File: src/rtl/ctrl_program_loader_if.sv
// Beat stream from the host into the program loader.
// Beat moves when s_valid and s_ready are both high.
interface ctrl_program_loader_if #(
    parameter int IN_WIDTH = 32
);
    logic [IN_WIDTH-1:0] s_data;
    logic                s_valid;
    logic                s_last;
    logic                s_ready;

    modport master (
        output s_data,
        output s_valid,
        output s_last,
        input  s_ready
    );

    modport slave (
        input  s_data,
        input  s_valid,
        input  s_last,
        output s_ready
    );
endinterface

File: src/rtl/ctrl_program_loader.sv
// Packs host beats into control words, writes them into the tester BRAM,
// then starts the tester and reports run length and error status.
module ctrl_program_loader #(
    parameter int ADDR_WIDTH = 12,
    parameter int CTRL_WIDTH = 72,
    parameter int IN_WIDTH = 32,
    parameter int CNT_WIDTH = 32,
    parameter int ARM_TIMEOUT = 16,
    parameter logic [CNT_WIDTH-1:0] MAX_RUN_CYCLES = '1
) (
    input  logic                  CLK_100,
    input  logic                  RST,
    ctrl_program_loader_if.slave  s_if,
    input  logic                  cmd_load,
    input  logic                  cmd_run,
    input  logic                  cmd_clear,
    output logic [ADDR_WIDTH-1:0] bram_ZYNQ_INST_addr,
    output logic [CTRL_WIDTH-1:0] bram_ZYNQ_INST_din,
    output logic                  bram_ZYNQ_INST_en,
    output logic                  bram_ZYNQ_INST_we,
    output logic                  START,
    input  logic                  COMPLETED,
    output logic                  busy,
    output logic                  done,
    output logic [1:0]            error,
    output logic [ADDR_WIDTH:0]   word_count,
    output logic [CNT_WIDTH-1:0]  cycle_count
);
    localparam int BEATS = (CTRL_WIDTH + IN_WIDTH - 1) / IN_WIDTH;
    localparam int BIW = (BEATS > 1) ? $clog2(BEATS) : 1;
    localparam int ATW = $clog2(ARM_TIMEOUT + 1);
    localparam logic [ADDR_WIDTH:0] DEPTH =
        (ADDR_WIDTH + 1)'(1) << ADDR_WIDTH;
    localparam logic [ADDR_WIDTH:0] WC_ONE = (ADDR_WIDTH + 1)'(1);
    localparam logic [CNT_WIDTH-1:0] CC_ONE = CNT_WIDTH'(1);
    localparam logic [BIW-1:0] LAST_BEAT = BIW'(BEATS - 1);
    localparam logic [BIW-1:0] BI_ONE = BIW'(1);
    localparam logic [ATW-1:0] ARM_LAST = ATW'(ARM_TIMEOUT - 1);
    localparam logic [ATW-1:0] AT_ONE = ATW'(1);

    typedef enum logic [2:0] {
        S_IDLE,
        S_LOAD,
        S_LOADED,
        S_ARM,
        S_RUN,
        S_DONE,
        S_ERR
    } state_t;

    state_t                state_q;
    logic [BIW-1:0]        bidx_q;
    logic [CTRL_WIDTH-1:0] asm_q;
    logic                  last_q;
    logic                  term_q;
    logic                  en_q;
    logic [ADDR_WIDTH-1:0] addr_q;
    logic [CTRL_WIDTH-1:0] din_q;
    logic                  start_q;
    logic [1:0]            err_q;
    logic [ADDR_WIDTH:0]   wcnt_q;
    logic [CNT_WIDTH-1:0]  cyc_q;
    logic [ATW-1:0]        arm_q;

    logic [CTRL_WIDTH-1:0] word_d;
    logic [ADDR_WIDTH:0]   fill_d;
    logic                  beat;
    logic                  load_go;
    logic                  run_go;

    assign s_if.s_ready = (state_q == S_LOAD) && !last_q;
    assign beat = s_if.s_valid && s_if.s_ready;

    // A word already latched for writing counts as stored.
    assign fill_d = wcnt_q + {{ADDR_WIDTH{1'b0}}, en_q};

    assign load_go = cmd_load &&
        (state_q inside {S_IDLE, S_LOADED, S_DONE});
    assign run_go = cmd_run &&
        (state_q inside {S_LOADED, S_DONE});

    always_comb begin
        word_d = asm_q;
        for (int i = 0; i < CTRL_WIDTH; i++) begin
            if (i / IN_WIDTH == int'(bidx_q))
                word_d[i] = s_if.s_data[i % IN_WIDTH];
        end
    end

    always_ff @(posedge CLK_100) begin
        if (RST) begin
            state_q <= S_IDLE;
            bidx_q  <= '0;
            asm_q   <= '0;
            last_q  <= 1'b0;
            term_q  <= 1'b0;
            en_q    <= 1'b0;
            addr_q  <= '0;
            din_q   <= '0;
            start_q <= 1'b0;
            err_q   <= 2'd0;
            wcnt_q  <= '0;
            cyc_q   <= '0;
            arm_q   <= '0;
        end else begin
            en_q <= 1'b0;
            if (en_q)
                wcnt_q <= wcnt_q + WC_ONE;
            if (load_go) begin
                state_q <= S_LOAD;
                wcnt_q  <= '0;
                bidx_q  <= '0;
                asm_q   <= '0;
                last_q  <= 1'b0;
            end else if (run_go) begin
                state_q <= S_ARM;
                start_q <= 1'b1;
                cyc_q   <= '0;
                arm_q   <= '0;
            end else begin
                unique case (state_q)
                    S_LOAD: begin
                        if (last_q) begin
                            last_q <= 1'b0;
                            if (term_q) begin
                                state_q <= S_LOADED;
                            end else begin
                                state_q <= S_ERR;
                                err_q   <= 2'd2;
                            end
                        end else if (beat) begin
                            if (fill_d == DEPTH) begin
                                state_q <= S_ERR;
                                err_q   <= 2'd1;
                            end else if (bidx_q == LAST_BEAT ||
                                         s_if.s_last) begin
                                en_q   <= 1'b1;
                                addr_q <= fill_d[ADDR_WIDTH-1:0];
                                din_q  <= word_d;
                                term_q <= word_d[0];
                                last_q <= s_if.s_last;
                                asm_q  <= '0;
                                bidx_q <= '0;
                            end else begin
                                asm_q  <= word_d;
                                bidx_q <= bidx_q + BI_ONE;
                            end
                        end
                    end
                    S_ARM: begin
                        if (!COMPLETED) begin
                            state_q <= S_RUN;
                            cyc_q   <= CC_ONE;
                        end else if (arm_q == ARM_LAST) begin
                            state_q <= S_ERR;
                            err_q   <= 2'd3;
                            start_q <= 1'b0;
                        end else begin
                            arm_q <= arm_q + AT_ONE;
                        end
                    end
                    S_RUN: begin
                        if (COMPLETED) begin
                            state_q <= S_DONE;
                            start_q <= 1'b0;
                        end else begin
                            cyc_q <= cyc_q + CC_ONE;
                            if (cyc_q + CC_ONE == MAX_RUN_CYCLES) begin
                                state_q <= S_ERR;
                                err_q   <= 2'd3;
                                start_q <= 1'b0;
                            end
                        end
                    end
                    S_DONE: begin
                        if (cmd_clear)
                            state_q <= S_LOADED;
                    end
                    S_ERR: begin
                        if (cmd_clear) begin
                            state_q <= S_IDLE;
                            err_q   <= 2'd0;
                            wcnt_q  <= '0;
                            cyc_q   <= '0;
                        end
                    end
                    default: ;
                endcase
            end
        end
    end

    assign bram_ZYNQ_INST_addr = addr_q;
    assign bram_ZYNQ_INST_din  = din_q;
    assign bram_ZYNQ_INST_en   = en_q;
    assign bram_ZYNQ_INST_we   = en_q;
    assign START       = start_q;
    assign busy        = state_q inside {S_LOAD, S_ARM, S_RUN};
    assign done        = (state_q == S_DONE);
    assign error       = err_q;
    assign word_count  = wcnt_q;
    assign cycle_count = cyc_q;
endmodule

File: src/flat_wrapper.sv
// flat-port wrapper written by rule: the top's interface ports become plain ports
module ctrl_program_loader_flat 
#(
    parameter int ADDR_WIDTH = 12,
    parameter int CTRL_WIDTH = 72,
    parameter int IN_WIDTH = 32,
    parameter int CNT_WIDTH = 32,
    parameter int ARM_TIMEOUT = 16,
    parameter logic [CNT_WIDTH-1:0] MAX_RUN_CYCLES = '1
)
  (CLK_100, RST, cmd_load, cmd_run, cmd_clear, bram_ZYNQ_INST_addr, bram_ZYNQ_INST_din, bram_ZYNQ_INST_en, bram_ZYNQ_INST_we, START, COMPLETED, busy, done, error, word_count, cycle_count, s_if_s_data, s_if_s_valid, s_if_s_last, s_if_s_ready);
  ctrl_program_loader_if #(.IN_WIDTH(IN_WIDTH)) s_if_i ();
  input  logic CLK_100;
  input  logic RST;
  input  logic cmd_load;
  input  logic cmd_run;
  input  logic cmd_clear;
  output logic [ADDR_WIDTH-1:0] bram_ZYNQ_INST_addr;
  output logic [CTRL_WIDTH-1:0] bram_ZYNQ_INST_din;
  output logic bram_ZYNQ_INST_en;
  output logic bram_ZYNQ_INST_we;
  output logic START;
  input  logic COMPLETED;
  output logic busy;
  output logic done;
  output logic [1:0] error;
  output logic [ADDR_WIDTH:0] word_count;
  output logic [CNT_WIDTH-1:0] cycle_count;
  input wire logic [$bits(s_if_i.s_data)-1:0] s_if_s_data;
  input wire logic [$bits(s_if_i.s_valid)-1:0] s_if_s_valid;
  input wire logic [$bits(s_if_i.s_last)-1:0] s_if_s_last;
  output wire logic [$bits(s_if_i.s_ready)-1:0] s_if_s_ready;
  assign s_if_i.s_data = s_if_s_data;
  assign s_if_i.s_valid = s_if_s_valid;
  assign s_if_i.s_last = s_if_s_last;
  assign s_if_s_ready = s_if_i.s_ready;
  ctrl_program_loader #(.ADDR_WIDTH(ADDR_WIDTH), .CTRL_WIDTH(CTRL_WIDTH), .IN_WIDTH(IN_WIDTH), .CNT_WIDTH(CNT_WIDTH), .ARM_TIMEOUT(ARM_TIMEOUT), .MAX_RUN_CYCLES(MAX_RUN_CYCLES)) u_core (.CLK_100(CLK_100), .RST(RST), .s_if(s_if_i), .cmd_load(cmd_load), .cmd_run(cmd_run), .cmd_clear(cmd_clear), .bram_ZYNQ_INST_addr(bram_ZYNQ_INST_addr), .bram_ZYNQ_INST_din(bram_ZYNQ_INST_din), .bram_ZYNQ_INST_en(bram_ZYNQ_INST_en), .bram_ZYNQ_INST_we(bram_ZYNQ_INST_we), .START(START), .COMPLETED(COMPLETED), .busy(busy), .done(done), .error(error), .word_count(word_count), .cycle_count(cycle_count));
endmodule
File: config.mk
export PLATFORM = sky130hd
export DESIGN_NAME = ctrl_program_loader_flat
export DESIGN_NICKNAME = d
export VERILOG_FILES = /design/src/rtl/ctrl_program_loader_if.sv /design/src/rtl/ctrl_program_loader.sv /design/src/flat_wrapper.sv
export SDC_FILE = /design/constraint.sdc
export NUM_CORES = 1
export LEC_CHECK = 0
export CAP_MARGIN = 5
export CORE_MARGIN = 4
export CORE_UTILIZATION = 45
export CTS_BUF_LIST = sky130_fd_sc_hd__clkbuf_2
export CTS_CLUSTER_DIAMETER = 30
export DETAILED_ROUTE_END_ITERATION = 8
export GPL_TIMING_DRIVEN = 0
export PLACE_DENSITY = 0.76
export SYNTH_ARGS = -nofsm -noshare
export SYNTH_HDL_FRONTEND = slang
export SYNTH_SLANG_ARGS = --single-unit
export TNS_END_PERCENT = 50
File: constraint.sdc
create_clock -name CLK_100 -period 5.12 [get_ports CLK_100]
set_input_delay 1.024 -clock CLK_100 [delete_from_list [all_inputs] [get_ports CLK_100]]
set_output_delay 1.024 -clock CLK_100 [all_outputs]
set_load 0.1 [all_outputs]
==> impl_metrics.toml <==
[die]
io_pins = 177
die_area_um2 = 23900
core_um2 = 21100
die_h_um = 155
start_util_pct = 45.8
num_rows = 53
die_w_um = 155

[cts]
cts-root-buf = "clkbuf_2"
cts_tree = "built"
cts_resized = 0
cts_setup_buffers = 0
clkTransAtPathRegs_ns = 0.09
cts_buffers = 56
cts.path.max_buffers = 3
clock_latency_ns = 0.92
htree_levels = 2
cts_hold_buf = 0
cts.sinks = 216

[global_routing]
grt_overflow = 0
grt_max_degree = 19
antenna_found_initial = 2
track_usage_pct = 23.3
grt_pass1_vias = 8972
grt_first_pass_wirelength_um = 46400

[timing]
fin_skew_ns = 0.142
setup_viol = 0
worst_pin_slew_ns = 1.07
period_minus_slack_ns = 4.42
grt_setup_unrepaired = "false"
finalCritPeriodShare_pct = 86.3
drv_slew = 0
max_freq_ghz = 0.226
slew_headroom_pct = 28.4
hold_viol = 0
fin_setup_tns_ns = 0

[synthesis]
synth.most_common_cell = "dfxtp_1"
synth.top_cells.by_count = "dfxtp_1 (216), nor2_1 (155), a211oi_1 (84)"
muxShareOfSynthArea_pct = 8.28
synthTopCellsByArea = "dfxtp_1 (45%), mux2i_1 (8.3%), a211oi_1 (6.5%), nor2_1 (6.0%), a22o_1 (5.8%)"
yosys.area.top_type = "dfxtp_1"
async_reset_ff_share_pct = 0
yosysUniqueCellTypes = 70
synth.avg_cell_area_um2 = 9.11
syn_nets = 1114
syn_inst = 1061
synth_edf_count = 0
synth-seq-cells = 216
synth-simple-area-share_pct = 17.3
synth_compound_area_share_pct = 20.4
synthAdderAreaFrac_pct = 1.68
yosys_warnings = 0
synthXorXnorAreaFrac_pct = 3.17
seq_area_frac_synth_pct = 44.7
synth_flop_cell = "dfxtp_1"
synth_top_area_share_pct = 44.7
synth_area_um2 = 9670
synth_top_family_by_area = "compound AO/OA/AOI/OAI gates"

[route]
vias = 9129
firstDrtPassIters = 5
wl_per_cell_um = 17.7
vias_per_cell = 5.65
drc = 0
routed_wl_um = 28500
antenna_left = 0
drtIter0Drc = 602

[power_and_ir_drop]
clock_power_share_pct = 24.1
p_leak_nw = 4.46
p_int_w = 0.00280
ir_drop_v = 0.000305
switching_power_w = 0.00232
seqPwrFrac_pct = 37.2
power_density_nw_per_um2 = 416
swShare_pct = 45.3
comb_power_share_pct = 38.7

[layout]
n_fill_cell = 1914
area_delta_synth_final_pct = 27.3
final_util_pct = 58.4
nNetsFinal = 1347
drive_gt1_share_pct = 10.5

[worst_hold_path]
hold_path_depth = 1
min_path_type = "flop to flop"

[outcome]
status = "completed"

[setup_path]
crit_path_end_kind = "output pin"
slowest_stage = "clkdlybuf4s50_1"
worstPathMaxFanout = 8
cp_slowest_stage_delay_ns = 1.25
path_depth = 4
critPathLaunchType = "flop"
crit_family = "buffers and inverters"
crit_chain = "clkbuf_1 > inv_1 > nor3_1 > clkdlybuf4s50_1"
r2r_cells = 12
r2r_setup_slack_ns = 1.45
cp_num_buf_inv = 3
crit_type = "flop to output pin"
arrival_ns = 3.40
cp.required_ns = 4.10

[place]
portBuffers = 174
gp_congestion = 0.903
hpwl_um = 20400

[flow_run]
drv_cap = 0
power groups by stage:
stage / Sequential [W] / Clock [W] / Combinational [W]
floorplan: 0.00263 / 0 / 0.000768
global placement: 0.00194 / 0 / 0.00196
detailed placement: 0.00194 / 0 / 0.00197
CTS: 0.00190 / 0.00127 / 0.00198
global route: 0.00192 / 0.00136 / 0.00210
finish: 0.00190 / 0.00123 / 0.00198
through the flow:
stage               hold WS [ns]  setup WS, ns  area, um^2  total power [W]  cells
floorplan                  0.429         0.543        9670          0.00339   1061
global placement           0.443          1.51       11800          0.00389   1510
detailed placement         0.445          1.51       11800          0.00391   1510
CTS                        0.472         0.726       12300          0.00514   1612
global route               0.503         0.605       12300          0.00537   1615
finish                     0.470         0.699       12300          0.00512   1615
worst paths after layout:
path	startpoint	endpoint
max	u_core.state_q[0]	done
min	u_core.asm_q[67]	u_core.asm_q[67]
max reg2reg	u_core.bram_ZYNQ_INST_en	u_core.bram_ZYNQ_INST_din[68]
min reg2reg	u_core.asm_q[67]	u_core.asm_q[67]
cells in the final DEF (no fill, tap or decap), types with 19 or more instances in the layout:
cell | Yosys | final
xnor2_1 | 22 | 22
clkdlybuf4s50_1 | 0 | 174
nor3_1 | 19 | 19
clkbuf_1 | 64 | 64
dfxtp_1 | 216 | 216
a21oi_1 | 51 | 51
nand2_1 | 35 | 35
a211oi_1 | 84 | 84
a22o_1 | 64 | 64
nor2_1 | 155 | 155
mux2i_1 | 80 | 80
o21ai_0 | 39 | 39
buf_2 | 20 | 20
nand3_1 | 23 | 23
clkbuf_2 | 2 | 84
registers in the layout (all words and copies together) (netlist names):
register and flops:
u_core.START 1, u_core.arm_q 5, u_core.asm_q 72, u_core.bidx_q 2
u_core.bram_ZYNQ_INST_addr 12, u_core.bram_ZYNQ_INST_din 72, u_core.bram_ZYNQ_INST_en 1, u_core.cycle_count 32
u_core.error 2, u_core.last_q 1, u_core.state_q 3, u_core.word_count 13
area by class of cell:
class	instances	area (um^2)	area share, %
clock inverters	21	136	1.11
clock buffers	81	405	3.29
repair buffers	175	1750	14.2
inverters	14	52.6	0.427
diodes	2	5.00	0.0407
well taps	275	344	2.80
plain buffers	89	377	3.06
flip-flops and latches	216	4320	35.1
multi-input cells	742	4920	39.9
metal layers:
layer	part of all wire, %	global-route usage [%]	wire length (um)	vias to the layer above
met5	0.028	0	8	-
met1	43	30.6	12200	4334
met2	46	37.0	13200	350
li1	-	-	-	4381
met4	2.8	9.04	788	2
met3	8.2	5.90	2340	62
kinds of logic (layout without fill, tap and decap cells):
| group | count (synthesis) | after routing |
|---|---|---|
| compound gates | 279 | 279 |
| xor+xnor | 35 | 35 |
| flops | 216 | 216 |
| simple gates | 335 | 335 |
| fa+ha+maj | 13 | 13 |
| mux | 80 | 80 |
| other cells | 0 | 2 |
| buf+inv | 103 | 380 |
Note: power is estimated with default switching activity, not from simulation.
